**config.mk**
```make
export PLATFORM = sky130hd
export DESIGN_NAME = irq_request_capture
export DESIGN_NICKNAME = d
export VERILOG_FILES = /design/src/rtl/irq_pkg.sv /design/src/rtl/irq_sync_edge.sv /design/src/rtl/irq_request_capture.sv
export SDC_FILE = /design/constraint.sdc
export NUM_CORES = 1
export LEC_CHECK = 0
export CAP_MARGIN = 40
export CORE_ASPECT_RATIO = 1.2
export CORE_UTILIZATION = 46
export DETAILED_ROUTE_END_ITERATION = 10
export HOLD_SLACK_MARGIN = 0.15
export MAX_ROUTING_LAYER = met4
export PLACE_DENSITY = 0.81
export SLEW_MARGIN = 40
export SYNTH_ARGS = -nofsm -noshare
export SYNTH_HDL_FRONTEND = slang
export SYNTH_HIERARCHICAL = 1
export SYNTH_SLANG_ARGS = --single-unit
```
**constraint.sdc**
```tcl
create_clock -name clk -period 2.71 [get_ports clk]
set_input_delay 0.542 -clock clk [delete_from_list [all_inputs] [get_ports clk]]
set_output_delay 0.542 -clock clk [all_outputs]
set_load 0.02 [all_outputs]
```
**src/rtl/irq_pkg.sv**
```systemverilog
// Shared types for the interrupt request capture stage: line count, index width,
// presentation FSM states and a one-hot helper.
package irq_pkg;
  localparam int NUM_IRQ  = 4;
  localparam int IRQ_ID_W = 2;

  typedef enum logic [1:0] {
    ST_IDLE    = 2'd0,
    ST_PRESENT = 2'd1,
    ST_SETTLE  = 2'd2
  } irq_state_e;

  function automatic logic [NUM_IRQ-1:0] id_onehot(input logic [IRQ_ID_W-1:0] id);
    return NUM_IRQ'(1) << id;
  endfunction
endpackage

```
**src/rtl/irq_sync_edge.sv**
```systemverilog
// One request line: optional two-flop synchroniser (IRQ_SYNC_EN), previous-level
// flop and rising-edge detect. lvl_o is the level seen by the rest of the block.
module irq_sync_edge (
  input  logic clk,
  input  logic rst_n,
  input  logic req_i,
  output logic lvl_o,
  output logic rise_o
);
  logic prev_q, prev_d;

`ifdef IRQ_SYNC_EN
  logic sync1_q, sync1_d, sync2_q, sync2_d;

  always_comb begin
    sync1_d = req_i;
    sync2_d = sync1_q;
  end

  always_ff @(posedge clk or negedge rst_n) begin
    if (!rst_n) begin
      sync1_q <= 1'b0;
      sync2_q <= 1'b0;
    end else begin
      sync1_q <= sync1_d;
      sync2_q <= sync2_d;
    end
  end

  assign lvl_o = sync2_q;
`else
  // Source is already synchronous to clk, so it feeds edge detect directly.
  assign lvl_o = req_i;
`endif

  always_comb prev_d = lvl_o;

  always_ff @(posedge clk or negedge rst_n) begin
    if (!rst_n) prev_q <= 1'b0;
    else        prev_q <= prev_d;
  end

  assign rise_o = lvl_o & ~prev_q;
endmodule

```
**src/rtl/irq_request_capture.sv**
```systemverilog
// Latches interrupt requests as pending bits, feeds the external 4-to-2 priority
// encoder and presents its result with valid/ack. Optional synchroniser: IRQ_SYNC_EN.
module irq_request_capture
  import irq_pkg::*;
#(
  parameter bit EDGE_MODE = 1'b1
) (
  input  logic                clk,
  input  logic                rst_n,
  input  logic [NUM_IRQ-1:0]  req_i,
  input  logic [NUM_IRQ-1:0]  mask_i,
  output logic [NUM_IRQ-1:0]  enc_data_o,
  output logic                enc_en_o,
  input  logic [IRQ_ID_W-1:0] enc_code_i,
  output logic                irq_valid_o,
  output logic [IRQ_ID_W-1:0] irq_id_o,
  input  logic                irq_ack_i,
  output logic [NUM_IRQ-1:0]  ovr_o
);
  logic [NUM_IRQ-1:0]  lvl, rise, clr;
  logic [NUM_IRQ-1:0]  pend_q, pend_d, ovr_q, ovr_d;
  logic [IRQ_ID_W-1:0] id_q, id_d;
  irq_state_e          state_q, state_d;
  logic                ack_take;

  irq_sync_edge u_line [NUM_IRQ-1:0] (
    .clk    (clk),
    .rst_n  (rst_n),
    .req_i  (req_i),
    .lvl_o  (lvl),
    .rise_o (rise)
  );

  assign enc_data_o  = pend_q & ~mask_i;
  assign enc_en_o    = (state_q == ST_IDLE) && (|enc_data_o);
  assign irq_valid_o = (state_q == ST_PRESENT);
  assign irq_id_o    = id_q;
  assign ovr_o       = ovr_q;

  assign ack_take = (state_q == ST_PRESENT) && irq_ack_i;
  assign clr      = ack_take ? id_onehot(id_q) : '0;

  // A rise on the line being cleared wins and is not an overrun.
  always_comb begin
    pend_d = pend_q;
    ovr_d  = ovr_q;
    if (EDGE_MODE) begin
      pend_d = (pend_q & ~clr) | rise;
      ovr_d  = (ovr_q & ~clr) | (rise & pend_q & ~clr);
    end else begin
      pend_d = lvl & ~clr;
      ovr_d  = '0;
    end
  end

  always_comb begin
    state_d = state_q;
    id_d    = id_q;
    case (state_q)
      ST_IDLE: begin
        if (|enc_data_o) begin
          id_d    = enc_code_i;
          state_d = ST_PRESENT;
        end
      end
      ST_PRESENT: if (irq_ack_i) state_d = ST_SETTLE;
      ST_SETTLE:  state_d = ST_IDLE;
      default:    state_d = ST_IDLE;
    endcase
  end

  always_ff @(posedge clk or negedge rst_n) begin
    if (!rst_n) begin
      state_q <= ST_IDLE;
      id_q    <= '0;
      pend_q  <= '0;
      ovr_q   <= '0;
    end else begin
      state_q <= state_d;
      id_q    <= id_d;
      pend_q  <= pend_d;
      ovr_q   <= ovr_d;
    end
  end
endmodule

```
==> results of run 1 <==
[cell type report]
class / count / area [um^2]
Inverter: 3 / 11.3
Timing Repair Buffer: 25 / 248
Sequential cell: 16 / 400
Clock buffer: 3 / 22.5
Fill cell: 112 / 449
Multi-Input combinational cell: 34 / 293
Tap cell: 17 / 21.3
[placed cells by master (no fill, tap or decap), types with 3 or more instances in the layout]
cell type        count
nor2b_4              6
a21oi_1              6
clkdlybuf4s50_1     24
dfrtp_1             16
a21o_1               3
clkbuf_4             3
inv_1                3
[per-layer routing]
metal | vias to the layer above | wire (um)
met1 | 250 | 565
met2 | 14 | 680
met5 | - | 0
li1 | 245 | -
met4 | 0 | 8
met3 | 2 | 61
[how the worst max path moves through the flow]
| stage | from | end | slack, ps |
|---|---|---|---|
| after global placement | mask_i[2] | enc_en_o | 100 |
| after detailed placement | mask_i[2] | enc_en_o | 100 |
| after floorplan | mask_i[1] | enc_en_o | 830 |
| final | mask_i[2] | enc_en_o | 100 |
| after global routing | mask_i[2] | enc_en_o | 30 |
| after CTS | mask_i[2] | enc_en_o | 100 |
[where the power goes]
group          internal, mW  total (mW)  switching, mW
Clock                0.0514       0.116         0.0648
Combinational         0.252       0.466          0.214
Sequential            0.317       0.393         0.0764
Total                 0.620       0.975          0.355
[registers in the layout, indices dropped and copies added, names as in the netlist]
signal	count
state_q	2
irq_id_o	2
u_line/prev_q	4
ovr_o	4
pend_q	4
[critical path, stage by stage]
cell	delay, ps
clkdlybuf4s50_1	500
nor2b_4	60
o41ai_4	350
inv_1	70
clkdlybuf4s50_1	540
==> impl_results.md, run 1 <==
* Status: completed
* Final hold violation count at 0
* Num ports at 25
* HP Start: state_q[1]
* Initial drt markers at 1
* Via/cell ratio at 5.21
* Clk_lat worst skew at 270 ps
* Core box area at 1450 um^2
* Crit Path Class: in2out
* Fin Setup TNS at 0 ps
* Overall power at 975 uW
* Clock slew at reported path FFs at 80 ps
* Worst Hold Margin at 496 ps
* Critical path capture point type: output port
* Slew HR at 53.7%
* Num rows at 15
* Final #Nets at 96
* Tmin final at 2610 ps
* Pin count of the biggest net entering global routing at 17
* GRT Util Overall at 18.2%
* # setup viols final at 0
* Cts hold-fix bufs at 0
* Post-layout util at 68.9%
* P_leak at 0.431 nW
* TritonCTS clock tree: done
* Yosys warning count at 6
* Required @ worst endpoint at 2170 ps
* Initial antenna violation count at 0
* Met3 Resource Use GR at 3.45%
* Grt ovf at 0
* Finished Cell Area at 996 um^2
* Vias in the first global route at 488
* Total wire length at 1320 um
* Post-Syn Area at 708 um^2
* DR vias at 511
* Slew @ Worst Pin at 692 ps
* Post-cts resize count at 0
* Dpl ws at 104 ps
* Max-cap violations at 0
* Fmax at 0.383 GHz
* First drt pass iteration count at 4
* VDD IR max at 0.577 mV
* Min-Delay Path Class: reg2reg
* Setup fix buffers added after clock tree synthesis at 0
* Max Root-Sink Buffers at 2
* CP Data Arrival Time at 2070 ps
* P per Cell Area at 979 nW/um^2
* GR peak layer: met2
* Final Skew at 5.53 ps
* Worst R2R Start: pend_q[1]
* Final Instance Count excl. Fillers at 98
* Post-placement cell area at 973 um^2
* Chip height at 45.0 um
* WHS Path Cells at 1
* Worst setup margin at 97.3 ps
* Clk sinks at 16
* Initial Util at 49.0%
* Synth-to-layout area growth at 40.6%
* Final Wtd Congestion at 0.717
* Worst setup SP type: primary input
* DR WL/cell at 13.4 um
* Critical path peak fanout at 3
* Min-Delay Endpoint: state_q[0]
* H-tree Lvls at 1
* Fin crit share at 96.4%
* Reg2reg end: irq_id_o[0]
* RSZ-0062 raised after global routing: no
* DP Cell Count at 95
* Met1 Resource Use GR at 20.5%
* Post-DRT Antenna Nets at 0
* Port bufs at 24
* CTS Root Cell: clkbuf_4
* Worst R2R Setup Slack at 1240 ps
* Post-synthesis area per instance at 13.1 um^2
* Slew Limit Fails at 0
* Die W at 37.8 um
* Share of layout cells above drive strength 1 at 18.5%
* Full die area at 1700 um^2
* # diodes at 0
* Syn Inst Count at 54
* Num CTS Buffers at 3
* GRT met2 Usage at 29.7%
* DRC errors left at 0
* Post-Syn Nets at 67
* First-pass GRT wire length at 2020 um
* Worst Reg2Reg Path Length in Cells at 4
Note: power is estimated with default switching activity, not from simulation.
==> inputs of run 2 (changes only) <==
Settings changed: GPL_TIMING_DRIVEN set to 1, HOLD_SLACK_MARGIN 0.15 to 0.1, SLEW_MARGIN 40 to 5.
==> results of run 2 <==
Final layout, timing and power as in run 1 (identical DEF).
